==> config.mk <==
export PLATFORM = sky130hd
export DESIGN_NAME = gate_bist2
export DESIGN_NICKNAME = d
export VERILOG_FILES = /design/src/rtl/gate_bist_pkg.sv /design/src/rtl/gate_bist_seq.sv /design/src/rtl/gate_bist2.sv
export SDC_FILE = /design/constraint.sdc
export NUM_CORES = 1
export LEC_CHECK = 0
export CAP_MARGIN = 20
export CELL_PAD_IN_SITES_DETAIL_PLACEMENT = 2
export CELL_PAD_IN_SITES_GLOBAL_PLACEMENT = 2
export CORE_ASPECT_RATIO = 0.9
export CORE_MARGIN = 10
export CORE_UTILIZATION = 30
export DETAILED_ROUTE_END_ITERATION = 16
export PLACE_DENSITY_LB_ADDON = 0.1
export SLEW_MARGIN = 5
export SYNTH_ARGS = -nofsm -noshare
export SYNTH_HDL_FRONTEND = slang
export SYNTH_SLANG_ARGS = --single-unit
==> constraint.sdc <==
create_clock -name clk -period 1.9 [get_ports clk]
set_input_delay 0.285 -clock clk [delete_from_list [all_inputs] [get_ports clk]]
set_output_delay 0.285 -clock clk [all_outputs]
set_load 0.02 [all_outputs]
==> src/rtl/gate_bist_pkg.sv <==
// Shared types and constants for the two-input gate self-test sequencer.
//   gate_bist_state_t : sequencer FSM states
//   NUM_VEC / IDX_W   : number of exhaustive input vectors and index width
//   TRUTH_*           : expected-output tables indexed by {b,a}
package gate_bist_pkg;

    typedef enum logic [1:0] {
        IDLE  = 2'd0,
        HOLD  = 2'd1,
        CHECK = 2'd2
    } gate_bist_state_t;

    localparam int unsigned NUM_VEC = 4;
    localparam int unsigned IDX_W   = $clog2(NUM_VEC);
    localparam int unsigned CNT_W   = 4;

    localparam logic [3:0] TRUTH_NAND = 4'b0111;
    localparam logic [3:0] TRUTH_NOR  = 4'b0001;
    localparam logic [3:0] TRUTH_AND  = 4'b1000;
    localparam logic [3:0] TRUTH_OR   = 4'b1110;
    localparam logic [3:0] TRUTH_XOR  = 4'b0110;
    localparam logic [3:0] TRUTH_XNOR = 4'b1001;

endpackage

==> src/rtl/gate_bist_seq.sv <==
// Settle-time and vector-index counters for gate_bist2.
//   clk, rst_n : clock, synchronous active-low reset
//   load       : start accepted, rewind to vector 0
//   hold_en    : FSM is in HOLD, count settle cycles
//   step       : FSM is in CHECK, advance to the next vector
//   idx        : current vector index {b,a}
//   last_cycle : this HOLD cycle is the final settle cycle
//   last_vec   : current vector is the last one
module gate_bist_seq
    import gate_bist_pkg::*;
#(
    parameter int unsigned SETTLE = 2
) (
    input  logic             clk,
    input  logic             rst_n,
    input  logic             load,
    input  logic             hold_en,
    input  logic             step,
    output logic [IDX_W-1:0] idx,
    output logic             last_cycle,
    output logic             last_vec
);

    logic [CNT_W-1:0] cnt;

    // Settle counter restarts for every vector; index saturates at the last vector.
    always_ff @(posedge clk) begin
        if (!rst_n) begin
            cnt <= '0;
            idx <= '0;
        end else if (load) begin
            cnt <= '0;
            idx <= '0;
        end else if (hold_en) begin
            cnt <= last_cycle ? '0 : CNT_W'(cnt + CNT_W'(1));
        end else if (step) begin
            cnt <= '0;
            if (!last_vec) begin
                idx <= IDX_W'(idx + IDX_W'(1));
            end
        end
    end

    assign last_cycle = (cnt == CNT_W'(SETTLE - 1));
    assign last_vec   = (idx == IDX_W'(NUM_VEC - 1));

endmodule

==> src/rtl/gate_bist2.sv <==
// Built-in self-test sequencer for a two-input gate: drives the four
// input vectors, waits SETTLE cycles per vector, checks the gate output
// against TRUTH and reports per-vector strobes plus a final verdict.
//   clk, rst_n          : clock, synchronous active-low reset
//   start               : begin a run (sampled only in IDLE)
//   s                   : output of the gate under test
//   a, b                : registered gate inputs
//   busy                : run in progress
//   chk_valid, chk_ok   : one-cycle check strobe and its result
//   done                : one-cycle end-of-run pulse
//   pass                : verdict, valid from done until the next start
//   err_cnt, fail_idx   : mismatch count and first failing vector
module gate_bist2
    import gate_bist_pkg::*;
#(
    parameter logic [3:0]  TRUTH  = TRUTH_NAND,
    parameter int unsigned SETTLE = 2
) (
    input  logic       clk,
    input  logic       rst_n,
    input  logic       start,
    input  logic       s,
    output logic       a,
    output logic       b,
    output logic       busy,
    output logic       chk_valid,
    output logic       chk_ok,
    output logic       done,
    output logic       pass,
    output logic [2:0] err_cnt,
    output logic [1:0] fail_idx
);

    if (SETTLE == 0 || SETTLE > 15) begin : g_settle_range
        $error("gate_bist2: SETTLE must be in 1..15");
    end

    gate_bist_state_t state;
    logic [IDX_W-1:0] idx;
    logic [IDX_W-1:0] next_idx;
    logic             last_cycle;
    logic             last_vec;
    logic             load;
    logic             hold_en;
    logic             step;
    logic             match;

    assign load     = (state == IDLE) && start;
    assign hold_en  = (state == HOLD);
    assign step     = (state == CHECK);
    assign next_idx = IDX_W'(idx + IDX_W'(1));

    // Case equality so an undriven or unknown gate output counts as a mismatch.
    assign match = (s === TRUTH[idx]);

    gate_bist_seq #(
        .SETTLE (SETTLE)
    ) u_seq (
        .clk        (clk),
        .rst_n      (rst_n),
        .load       (load),
        .hold_en    (hold_en),
        .step       (step),
        .idx        (idx),
        .last_cycle (last_cycle),
        .last_vec   (last_vec)
    );

    // Sequencer FSM with registered stimulus and result outputs.
    always_ff @(posedge clk) begin
        if (!rst_n) begin
            state     <= IDLE;
            a         <= 1'b0;
            b         <= 1'b0;
            busy      <= 1'b0;
            chk_valid <= 1'b0;
            chk_ok    <= 1'b0;
            done      <= 1'b0;
            pass      <= 1'b0;
            err_cnt   <= 3'd0;
            fail_idx  <= 2'd0;
        end else begin
            chk_valid <= 1'b0;
            chk_ok    <= 1'b0;
            done      <= 1'b0;
            case (state)
                IDLE: begin
                    if (start) begin
                        state    <= HOLD;
                        a        <= 1'b0;
                        b        <= 1'b0;
                        busy     <= 1'b1;
                        pass     <= 1'b0;
                        err_cnt  <= 3'd0;
                        fail_idx <= 2'd0;
                    end
                end
                HOLD: begin
                    if (last_cycle) begin
                        state <= CHECK;
                    end
                end
                CHECK: begin
                    chk_valid <= 1'b1;
                    chk_ok    <= match;
                    if (!match) begin
                        err_cnt <= 3'(err_cnt + 3'd1);
                        if (err_cnt == 3'd0) begin
                            fail_idx <= 2'(idx);
                        end
                    end
                    if (last_vec) begin
                        state <= IDLE;
                        a     <= 1'b0;
                        b     <= 1'b0;
                        busy  <= 1'b0;
                        done  <= 1'b1;
                        pass  <= (err_cnt == 3'd0) && match;
                    end else begin
                        state <= HOLD;
                        a     <= next_idx[0];
                        b     <= next_idx[1];
                    end
                end
                default: begin
                    state <= IDLE;
                end
            endcase
        end
    end

endmodule

==> metrics.md <==
| Metric | Value |
|---|---|
| Top-area cell type share of the netlist area | between 30% and 40% |
| GP Congestion | roughly 0.70 |
| Max Root-Sink Buffers | 2 |
| Crit path capture | a |
| Startpoint type of the worst setup path | flop |
| Antenna violations before repair | 0 |
| CP Launch Point | state[0] |
| Post-CTS setup repair buffer count | 0 |
| CTS tree | yes |
| Setup TNS | 0 ns |
| Crit path max fanout | 9 |
| Dpl cell area | about 1300 um^2 |
| Total die area | 6300 um^2 |
| Post-synth top area cell | dfxtp_1 |
| Skew final | 0.00191 ns |
| Post-synth cell types | 34 |
| Post-Syn Area | between 1000 and 1500 um^2 |
| Port Buffers | 15 |
| Most frequent cells in the layout | dfxtp_1, nand2_1, clkdlybuf4s50_1, inv_1 |
| Max-slew violation count | 0 |
| Fin crit share | roughly 90% |
| Pre-antenna DRT Iters | 4 |
| Drt drc | 0 |
| Ys flop type | dfxtp_1 |
| Final setup viols | 0 |
| Most common cell after layout, fill and taps aside | dfxtp_1 |
| Final core occ | 39.4% |
| HP Start | fail_idx[1] |
| Hold Vio Cnt, Final | 0 |
| EDFF count, synth | 0 |
| Final wirelength | 2.76 mm |
| Fmax | between 500 and 600 MHz |
| Actual slew at the worst max-slew pin | about 0.36 ns |
| Synthesis-stage register bit count | 20 |
| Max IR drop VDD | 276 uV |
| # rows | 20 |
| Synth warn | 0 |
| CTS H-tree depth | 1 |
| Hold_ws | 0.474 ns |
| Gate Count Post-Synth | between 100 and 150 |
| Syn Nets | between 100 and 150 |
| First-pass GRT wire length | around 4.7 mm |
| Layout cell share with drive strength beyond 1 | around 16% |
| RSZ-0062 raised after global routing | no |
| Root Driver | clkbuf_8 |
| Worst-path clk slew | 0.07 ns |
| Die span in x | between 80 and 90 um |
| Largest net degree at the start of global routing | 11 |
| Slew HR | between 70% and 80% |
| PnR Total Power | 1.36 mW |
| Core area | 3380 um^2 |
| Worst r2r dst | a |
| Die height | 76.3 um |
| Leftover overflow at the end of global routing | 0 |
| Synth area leaders | dfxtp_1, ha_1, mux2i_1, nand2_1, a21oi_1 |
| Vias in the first global route | 945 |
| Final min period | between 1.5 and 2 ns |
| Worst setup EP type | flop |
| Initial Util | a little under a third |
| R2r setup slk | between 0.15 and 0.2 ns |
| Leak | ~0.51 nW |
| Power Dens Cells | a little over 1000 nW/um^2 |
| Sequential area share after synthesis | 37.9% |
| DR WL/cell | about 15 um |
| Cell Chain, Critical Path | inv_1 > ha_1 > and2b_2 > or3b_2 > a21oi_1 |
| Outcome | finished, final reports clean |
| CP Class | flop to flop |
| Worst EP required | about 2.1 ns |
| Worst Hold Class | flop to flop |
| Net count, final | between 150 and 200 |
| Clk_lat worst skew | between 0.2 and 0.3 ns |
| I/O pin total | 16 |
| CP max-delay cell | or3b_2 |
| FF-to-FF Start | state[0] |
| Worst path max stage delay | 0.44 ns |
| DP HPWL | 2.24 mm |
| Total global-route track usage | 9.33% |
| Num CTS Buffers | 3 |
| Ys async rst share | 0% |
| Post-route ant nets | 0 |
| Worst EP arrival | 1.90 ns |
| R2R cell count | 5 |
| DR vias | between 800 and 900 |
| Layout area overhead | 25.9% |
| Fin area | 1330 um^2 |
| DRT iter0 DRCs | 28 |
| Max-Cap Viols | 0 |
| N_diodes | 0 |
| Clock sink count | 20 |
| Drt via density | 4.85 |
| Synthesized area per cell | ~9.0 um^2 |
power by group:
group | internal (mW) | switching, mW
Sequential | 0.469 | 0.0455
Combinational | 0.260 | 0.314
Clock | 0.141 | 0.132
worst min-delay path by stage:
stage	to	slack (ns)	cells after the start
after detailed placement	fail_idx[1]	0.46	2
final	fail_idx[1]	0.47	2
after global routing	fail_idx[1]	0.49	2
after floorplan	chk_valid	0.45	1
after global placement	fail_idx[1]	0.45	2
after CTS	fail_idx[1]	0.48	2
per-layer routing:
metal | vias to the layer above | routed length (um) | GRT usage, %
met2 | 9 | 1210 | 13.8
met3 | 2 | 131 | 2.48
met1 | 421 | 1400 | 12.7
li1 | 437 | - | -
met5 | - | 0 | 0
met4 | 0 | 19 | 3.01
metrics by stage:
stage,setup slack [ns],cells
finish,0.187,179
global route,0.0505,179
CTS,0.115,179
detailed placement,0.0771,176
global placement,0.161,176
floorplan,0.236,117
cell type report:
| type | instances | area (um^2) |
|---|---|---|
| Tap cell | 44 | 55.1 |
| Multi-Input combinational cell | 84 | 619 |
| Sequential cell | 20 | 402 |
| Clock buffer | 3 | 41.3 |
| Inverter | 9 | 33.8 |
| Fill cell | 376 | 2050 |
| Timing Repair Buffer | 19 | 180 |
registers in the layout, summed over array words and instances (netlist names):
register   flops
u_seq.cnt      4
pass           1
state          2
err_cnt        3
done           1
a              1
u_seq.idx      2
busy           1
chk_valid      1
fail_idx       2
chk_ok         1
b              1
synth_stat cells (2+ instances only):
cell and n:
inv_1 9, clkbuf_1 2, or3_1 2, nor3b_1 3, o21ai_0 2, nor2_1 4, a221oi_1 2, nand3_1 4
and3_2 2, clkbuf_2 2, dfxtp_1 20, nor2b_1 4, nand2_1 16, mux2i_1 8, or3b_2 2, a21oi_1 8
ha_1 10
cell families after synthesis:
group           after synthesis  share of synthesized area, %
xor+xnor                      2                          2.37
flops                        20                          37.9
mux                           8                          7.57
buf+inv                      13                          4.85
compound gates               18                          11.2
simple gates                 46                          24.3
fa+ha+maj                    10                          11.8
worst max-delay path: cells and delay by family, from the launching register on:
family          cells  cell delay [ns]
compound gates      1             0.15
fa+ha+maj           1             0.36
buf+inv             1             0.13
flops               1             0.35
simple gates        2             0.66
repair_timing:
item | in CTS | in global routing
endpoints found under the setup margin | 0 | 3
hold buffers | 0 | 0
gates resized for setup | 0 | 5
(Power assumes the default switching activity.)
